**src/rtl/riscv_types.sv**
```systemverilog
// RV32A atomic function codes shared by the load/store unit.
// amo_t is a plain 5-bit vector so that unlisted encodings flow through
// the datapath without enum casting problems.
package riscv_types;

   typedef logic [4:0] amo_t;

   localparam amo_t AMO_ADD_FN5  = 5'b00000;
   localparam amo_t AMO_SWAP_FN5 = 5'b00001;
   localparam amo_t AMO_LR_FN5   = 5'b00010;
   localparam amo_t AMO_SC_FN5   = 5'b00011;
   localparam amo_t AMO_XOR_FN5  = 5'b00100;
   localparam amo_t AMO_OR_FN5   = 5'b01000;
   localparam amo_t AMO_AND_FN5  = 5'b01100;
   localparam amo_t AMO_MIN_FN5  = 5'b10000;
   localparam amo_t AMO_MAX_FN5  = 5'b10100;
   localparam amo_t AMO_MINU_FN5 = 5'b11000;
   localparam amo_t AMO_MAXU_FN5 = 5'b11100;

endpackage

```
**src/rtl/amo_alu.sv**
```systemverilog
// Combinational AMO datapath: rs1 is the loaded memory word, rs2 the
// register operand, rd the value to be written back to memory.
// Encodings without an arithmetic meaning (LR, SC, unused codes) give zero.
module amo_alu
   import riscv_types::*;
#(
   parameter int WIDTH = 32
) (
   input  amo_t             amo_type,
   input  logic [WIDTH-1:0] rs1,
   input  logic [WIDTH-1:0] rs2,
   output logic [WIDTH-1:0] rd
);

   logic signed_lt;
   logic unsigned_lt;

   assign signed_lt   = $signed(rs1) < $signed(rs2);
   assign unsigned_lt = rs1 < rs2;

   // Select the read-modify-write result for the requested function
   always_comb begin
      rd = '0;
      case (amo_type)
         AMO_ADD_FN5:  rd = rs1 + rs2;
         AMO_SWAP_FN5: rd = rs2;
         AMO_XOR_FN5:  rd = rs1 ^ rs2;
         AMO_OR_FN5:   rd = rs1 | rs2;
         AMO_AND_FN5:  rd = rs1 & rs2;
         AMO_MIN_FN5:  rd = signed_lt   ? rs1 : rs2;
         AMO_MAX_FN5:  rd = signed_lt   ? rs2 : rs1;
         AMO_MINU_FN5: rd = unsigned_lt ? rs1 : rs2;
         AMO_MAXU_FN5: rd = unsigned_lt ? rs2 : rs1;
         default:      rd = '0;
      endcase
   end

endmodule

```
**src/rtl/amo_sequencer.sv**
```systemverilog
// Read-modify-write sequencer for RV32A atomics. One request in flight:
// load the word, run it through amo_alu, store the result, return the
// old word. LR/SC reservation tracking is built only when the macro
// AMO_SEQ_LRSC_EN is defined; otherwise LR is a plain load and SC always
// fails without touching memory.
module amo_sequencer
   import riscv_types::*;
#(
   parameter int WIDTH = 32,
   parameter int ID_W  = 4
) (
   input  logic             clk,
   input  logic             rst_n,
   input  logic             req_valid,
   output logic             req_ready,
   input  logic [4:0]       req_op,
   input  logic [WIDTH-1:0] req_addr,
   input  logic [WIDTH-1:0] req_data,
   input  logic [ID_W-1:0]  req_id,
   output logic             mem_valid,
   input  logic             mem_ready,
   output logic             mem_we,
   output logic [WIDTH-1:0] mem_addr,
   output logic [WIDTH-1:0] mem_wdata,
   input  logic             mem_rvalid,
   input  logic [WIDTH-1:0] mem_rdata,
   output logic             res_valid,
   input  logic             res_ready,
   output logic [WIDTH-1:0] res_data,
   output logic [ID_W-1:0]  res_id,
   input  logic             resv_clear
);

   typedef enum logic [2:0] {
      IDLE,
      LOAD_REQ,
      LOAD_WAIT,
      ALU,
      STORE_REQ,
      RESP
   } amo_seq_state_t;

   localparam logic [WIDTH-1:0] WORD_MASK  = {{(WIDTH-2){1'b1}}, 2'b00};
   localparam logic [WIDTH-1:0] SC_FAIL_RD = WIDTH'(1);

   amo_seq_state_t   state;
   amo_t             op_r;
   logic [WIDTH-1:0] old_r;
   logic [WIDTH-1:0] data_r;
   logic [ID_W-1:0]  id_r;
   logic [WIDTH-1:0] alu_rd;
   logic [WIDTH-1:0] req_word;
   logic             accept;

   assign req_word = req_addr & WORD_MASK;
   assign accept   = req_valid && req_ready && (state == IDLE);

   amo_alu #(
      .WIDTH (WIDTH)
   ) u_alu (
      .amo_type (op_r),
      .rs1      (old_r),
      .rs2      (data_r),
      .rd       (alu_rd)
   );

`ifdef AMO_SEQ_LRSC_EN
   logic             resv_valid;
   logic [WIDTH-1:0] resv_addr;
   logic             sc_hit;

   // A snoop in the same cycle as the SC wins, so the SC sees no reservation
   assign sc_hit = resv_valid && !resv_clear && (resv_addr == req_word);

   // Reservation register: set by LR, dropped by SC, snoops and AMO stores to the word
   always_ff @(posedge clk) begin
      if (!rst_n) begin
         resv_valid <= 1'b0;
         resv_addr  <= '0;
      end else begin
         if (accept && (req_op == AMO_LR_FN5)) begin
            resv_valid <= 1'b1;
            resv_addr  <= req_word;
         end
         if (accept && (req_op == AMO_SC_FN5)) begin
            resv_valid <= 1'b0;
         end
         if ((state == STORE_REQ) && mem_ready && (op_r != AMO_SC_FN5) &&
             (mem_addr == resv_addr)) begin
            resv_valid <= 1'b0;
         end
         if (resv_clear) begin
            resv_valid <= 1'b0;
         end
      end
   end
`else
   logic unused_resv_clear;
   assign unused_resv_clear = resv_clear;
`endif

   // Main sequencer: all handshake outputs are registered and only change on transitions
   always_ff @(posedge clk) begin
      if (!rst_n) begin
         state     <= IDLE;
         req_ready <= 1'b0;
         mem_valid <= 1'b0;
         mem_we    <= 1'b0;
         mem_addr  <= '0;
         mem_wdata <= '0;
         res_valid <= 1'b0;
         res_data  <= '0;
         res_id    <= '0;
         op_r      <= '0;
         old_r     <= '0;
         data_r    <= '0;
         id_r      <= '0;
      end else begin
         case (state)
            IDLE: begin
               req_ready <= 1'b1;
               if (accept) begin
                  req_ready <= 1'b0;
                  op_r      <= req_op;
                  data_r    <= req_data;
                  id_r      <= req_id;
                  mem_addr  <= req_word;
                  if (req_op == AMO_SC_FN5) begin
`ifdef AMO_SEQ_LRSC_EN
                     if (sc_hit) begin
                        mem_valid <= 1'b1;
                        mem_we    <= 1'b1;
                        mem_wdata <= req_data;
                        state     <= STORE_REQ;
                     end else begin
                        res_valid <= 1'b1;
                        res_data  <= SC_FAIL_RD;
                        res_id    <= req_id;
                        state     <= RESP;
                     end
`else
                     res_valid <= 1'b1;
                     res_data  <= SC_FAIL_RD;
                     res_id    <= req_id;
                     state     <= RESP;
`endif
                  end else begin
                     mem_valid <= 1'b1;
                     mem_we    <= 1'b0;
                     state     <= LOAD_REQ;
                  end
               end
            end
            LOAD_REQ: begin
               if (mem_ready) begin
                  mem_valid <= 1'b0;
                  state     <= LOAD_WAIT;
               end
            end
            LOAD_WAIT: begin
               if (mem_rvalid) begin
                  old_r <= mem_rdata;
                  if (op_r == AMO_LR_FN5) begin
                     res_valid <= 1'b1;
                     res_data  <= mem_rdata;
                     res_id    <= id_r;
                     state     <= RESP;
                  end else begin
                     state <= ALU;
                  end
               end
            end
            ALU: begin
               mem_wdata <= alu_rd;
               mem_valid <= 1'b1;
               mem_we    <= 1'b1;
               state     <= STORE_REQ;
            end
            STORE_REQ: begin
               if (mem_ready) begin
                  mem_valid <= 1'b0;
                  mem_we    <= 1'b0;
                  res_valid <= 1'b1;
                  res_id    <= id_r;
                  res_data  <= (op_r == AMO_SC_FN5) ? '0 : old_r;
                  state     <= RESP;
               end
            end
            RESP: begin
               if (res_ready) begin
                  res_valid <= 1'b0;
                  req_ready <= 1'b1;
                  state     <= IDLE;
               end
            end
            default: begin
               state <= IDLE;
            end
         endcase
      end
   end

endmodule
```
**config.mk**
```make
export PLATFORM = sky130hd
export DESIGN_NAME = amo_sequencer
export DESIGN_NICKNAME = d
export VERILOG_FILES = /design/src/rtl/riscv_types.sv /design/src/rtl/amo_alu.sv /design/src/rtl/amo_sequencer.sv
export SDC_FILE = /design/constraint.sdc
export NUM_CORES = 1
export LEC_CHECK = 0
export CORE_UTILIZATION = 47
export CTS_CLUSTER_DIAMETER = 100
export DETAILED_ROUTE_END_ITERATION = 7
export PLACE_DENSITY_LB_ADDON = 0.15
export SLEW_MARGIN = 20
export SYNTH_ARGS = -nofsm -noshare
export SYNTH_HDL_FRONTEND = slang
export SYNTH_SLANG_ARGS = --single-unit
```
**constraint.sdc**
```tcl
create_clock -name clk -period 4.3 [get_ports clk]
set_input_delay 0.645 -clock clk [delete_from_list [all_inputs] [get_ports clk]]
set_output_delay 0.645 -clock clk [all_outputs]
set_load 0.005 [all_outputs]
```
==> impl_metrics.py <==
metrics = {
    "sta": {
        "worst_slew_margin_rel_pct": 37.0,
        "max_clock_freq_ghz": 0.269,
        "min_period_over_period_pct": 86.6,
        "final_layout_setup_total_negative_slack_ns": 0,
        "rsz_0062_raised_after_global_routing": "no",
        "worst-slew-pin-transition_ns": 0.943,
        "final_clock_skew_ns": 0.0124,
        "hold_viol": 0,
        "setup_viol": 0,
        "finalHoldWorstSlack_ns": 0.453,
        "post-route-min-period_ns": 3.72,
        "timing.final.max_slew_violations": 0,
    },
    "clock_network": {
        "clkTransAtPathRegs_ns": 0.07,
        "tritoncts.num_buffers": 17,
        "cts.htree.levels": 4,
        "tritoncts_num_sinks": 178,
        "cts_setup_buffers": 0,
        "max-clock-path-buffers": 2,
        "cts-resized-gates": 0,
        "clk_tree_root_cell": "sky130_fd_sc_hd__clkbuf_16",
        "worst_skew_pair.late_latency_ns": 0.44,
        "clock_tree_from_tritoncts": "yes",
        "cts.hold.buffers_added": 0,
    },
    "critical_path": {
        "origin_of_the_worst_setup_path": "old_r[30]$_SDFFE_PN0P_",
        "ff2ff_setup_slack_ns": 0.58,
        "critPathRequiredTime_ns": 4.65,
        "path_class": "register to register",
        "endpoint_kind": "register",
        "timing.rr.end": "mem_wdata[22]$_SDFFE_PN0P_",
        "crit_path_start_kind": "register",
        "reg2reg_from": "old_r[30]$_SDFFE_PN0P_",
        "critPathArrivalTime_ns": 4.07,
        "reg2reg_depth": 12,
        "cp_max_fo": 19,
    },
    "placed_design": {
        "buffer_ports.inserted": 210,
        "detailed_place_hpwl_um": 22600,
        "gp_congestion": 0.932,
        "placed_cells": 1899,
    },
    "global_route": {
        "global_route_wire_length_before_repair_um": 52800,
        "grt_pass1_vias": 10100,
        "grt_max_degree": 70,
        "grt_util_all_layers_pct": 27.6,
        "global_route.overflow_total": 0,
        "grt_antenna_before_repair": 0,
    },
    "power": {
        "share_comb_of_total_power_pct": 26.5,
        "irDropWorstVdd_uv": 253,
        "power.share.sequential_pct": 40.3,
        "design_power_total_mw": 4.68,
        "power_switching_share_pct": 33.6,
        "p_int_mw": 3.11,
        "netSwitchingPower_mw": 1.57,
        "p_per_area_mw_per_mm2": 337,
        "cellLeakagePower_nw": 4.94,
        "power.share.clock_pct": 33.2,
    },
    "layout": {
        "layout_utilization_pct": 60.9,
        "antenna_cells": 0,
        "final_cell_mix": "sky130_fd_sc_hd__nand2_1, sky130_fd_sc_hd__clkdlybuf4s50_1, sky130_fd_sc_hd__a21oi_1, sky130_fd_sc_hd__dfxtp_1, sky130_fd_sc_hd__ha_1",
        "synthToLayoutAreaGrowth_pct": 26.1,
        "finish.cell_count_without_fillers": 1931,
        "final_layout_size_suffix_gt1_share_pct": 4.57,
        "fillerInstances": 2101,
        "design.final.nets": 1814,
        "layout.cells.most_common": "sky130_fd_sc_hd__nand2_1",
    },
    "logic_synthesis": {
        "ys_seq_area_share_pct": 32.4,
        "post-synth-top-area-cell": "sky130_fd_sc_hd__dfxtp_1",
        "ys_dominant_reg_cell": "sky130_fd_sc_hd__dfxtp_1",
        "yosys_register_bits": 178,
        "netlist.area_leader.share_pct": 32.4,
        "synthesis.area_mm2": 0.0110,
        "async_flop_share_pct": 0,
        "syn_area_per_cell_um2": 7.50,
        "synthDistinctLibCells": 66,
        "synth.area.top_cells": "sky130_fd_sc_hd__dfxtp_1, sky130_fd_sc_hd__ha_1, sky130_fd_sc_hd__nand2_1",
        "netlist_instances": 1465,
        "ys.warnings.count": 0,
        "synth_enable_flop_cells": 0,
    },
    "floorplan": {
        "die_width_um": 155,
        "row_count": 55,
        "area_of_the_core_mm2": 0.0228,
        "top_level_ports": 216,
        "initial_cell_density_of_the_core_pct": 48.3,
        "design.die.area_mm2": 0.0240,
        "fp.dieH_um": 155,
    },
    "drt": {
        "drt_wl_total_um": 33000,
        "antenna_left": 0,
        "routed_vias": 10800,
        "detailedRoute.firstPassIterationCount": 5,
        "post_drt_wl_per_cell_um": 17.1,
        "remaining_drc_errors": 0,
        "vias_per_cell": 5.61,
        "drt_first_iter_violations": 838,
    },
    "min_path": {
        "worstHoldEndpoint": "mem_addr[10]$_SDFFE_PN0P_",
        "worst_hold_path.num_cells": 2,
        "worst_hold_startpoint": "mem_addr[10]$_SDFFE_PN0P_",
        "holdCritPathClass": "register to register",
    },
    "flow_run": {
        "max_cap_violation_count": 0,
    },
    "outcome": {
        "status": "finished clean",
    },
}
state kept, by name (all words and copies together), names as in the netlist:
name       count
op_r           5
data_r        32
old_r         32
res_valid      1
res_data      32
state          3
id_r           4
mem_we         1
mem_wdata     32
mem_addr      30
mem_valid      1
res_id         4
req_ready      1
synthesized netlist by cell type (3+ instances only):
cell,number
sky130_fd_sc_hd__ha_1,96
sky130_fd_sc_hd__nor4_1,11
sky130_fd_sc_hd__nor2_1,83
sky130_fd_sc_hd__o21ai_0,65
sky130_fd_sc_hd__inv_1,82
sky130_fd_sc_hd__o31ai_1,3
sky130_fd_sc_hd__o21bai_1,7
sky130_fd_sc_hd__o211ai_1,5
sky130_fd_sc_hd__a22oi_1,46
sky130_fd_sc_hd__and3_1,11
sky130_fd_sc_hd__nand2_1,293
sky130_fd_sc_hd__nand3_1,14
sky130_fd_sc_hd__a221oi_1,33
sky130_fd_sc_hd__dfxtp_1,178
sky130_fd_sc_hd__nor3_1,20
sky130_fd_sc_hd__a211oi_1,47
sky130_fd_sc_hd__nor2b_1,6
sky130_fd_sc_hd__xor2_1,4
sky130_fd_sc_hd__a221o_1,6
sky130_fd_sc_hd__a222oi_1,4
sky130_fd_sc_hd__buf_4,4
sky130_fd_sc_hd__o22ai_1,3
sky130_fd_sc_hd__nand2b_1,8
sky130_fd_sc_hd__a211o_1,3
sky130_fd_sc_hd__a311oi_1,4
sky130_fd_sc_hd__clkbuf_1,100
sky130_fd_sc_hd__a21oi_1,179
sky130_fd_sc_hd__or2_2,3
sky130_fd_sc_hd__buf_2,6
sky130_fd_sc_hd__a21o_1,15
sky130_fd_sc_hd__mux2i_1,9
sky130_fd_sc_hd__nand4_1,4
sky130_fd_sc_hd__xnor2_1,30
sky130_fd_sc_hd__a31oi_1,18
sky130_fd_sc_hd__and2_1,22
sky130_fd_sc_hd__o21a_1,3
worst max-delay path: stages (launching register included):
cell and delay [ns]:
sky130_fd_sc_hd__dfxtp_1 0.47, sky130_fd_sc_hd__inv_1 0.09, sky130_fd_sc_hd__ha_1 0.39, sky130_fd_sc_hd__nor4_1 0.67, sky130_fd_sc_hd__and4_1 0.38, sky130_fd_sc_hd__nand2_1 0.06
sky130_fd_sc_hd__a21oi_1 0.23, sky130_fd_sc_hd__a211oi_4 0.12, sky130_fd_sc_hd__xnor2_1 0.29, sky130_fd_sc_hd__and2_1 0.20, sky130_fd_sc_hd__buf_4 0.31, sky130_fd_sc_hd__a221oi_1 0.15
sky130_fd_sc_hd__a211oi_1 0.27
metal layers:
layer,part of all wire (%),track usage (%),up-vias,wire length (µm)
met1,45,36.3,5007,14800
met3,7.9,6.04,39,2610
met2,46,45.0,396,15100
met5,0,0,-,0
met4,1.7,8.58,0,562
li1,-,-,5383,-
cell families (layout without fill, tap and decap cells):
family                     count (synthesis)  after routing  share of synthesized area [%]
AOI/OAI and AO/OA                        461            461                           26.9
muxes                                      9              9                          0.819
DFF                                      178            178                           32.4
adders and majority gates                 97             97                           11.1
other                                      1              2                         0.0341
xor gates and xnor gates                  34             34                           2.71
and+or+nand+nor                          486            486                           18.9
buffers and inverters                    199            351                           7.15
worst max-delay path by stage:
| stage | endpoint | cells past startpoint |
|---|---|---|
| 2_1_floorplan | mem_wdata[28]$_SDFFE_PN0P_ | 14 |
| 6_report | mem_wdata[22]$_SDFFE_PN0P_ | 12 |
| 3_3_place_gp | mem_wdata[22]$_SDFFE_PN0P_ | 12 |
| 5_1_grt | mem_wdata[26]$_SDFFE_PN0P_ | 12 |
| 3_5_place_dp | mem_wdata[22]$_SDFFE_PN0P_ | 12 |
| 4_1_cts | mem_wdata[22]$_SDFFE_PN0P_ | 12 |
power groups by stage:
stage | combinational (mW) | sequential, mW | clock [mW]
floorplan | 0.738 | 1.90 | 0
CTS | 1.24 | 1.88 | 1.58
global route | 1.37 | 1.90 | 1.65
global placement | 1.22 | 1.92 | 0
detailed placement | 1.23 | 1.92 | 0
finish | 1.24 | 1.89 | 1.55
final cells by class:
| cell class | instances | area (µm²) | area share (%) |
|---|---|---|---|
| Clock buffer | 17 | 425 | 3.07 |
| Clock inverter | 15 | 146 | 1.06 |
| Inverter | 85 | 322 | 2.32 |
| Multi-Input combinational cell | 1089 | 6690 | 48.3 |
| Sequential cell | 178 | 3560 | 25.7 |
| Tap cell | 313 | 392 | 2.83 |
| Timing Repair Buffer | 234 | 2320 | 16.7 |
stage by stage:
stage,cell area (µm²),setup slack (ns)
global placement,13300,0.747
detailed placement,13300,0.676
global route,13900,0.308
CTS,13900,0.619
floorplan,11000,1.25
finish,13900,0.578
No activity file was read; power rests on OpenSTA's default activity.
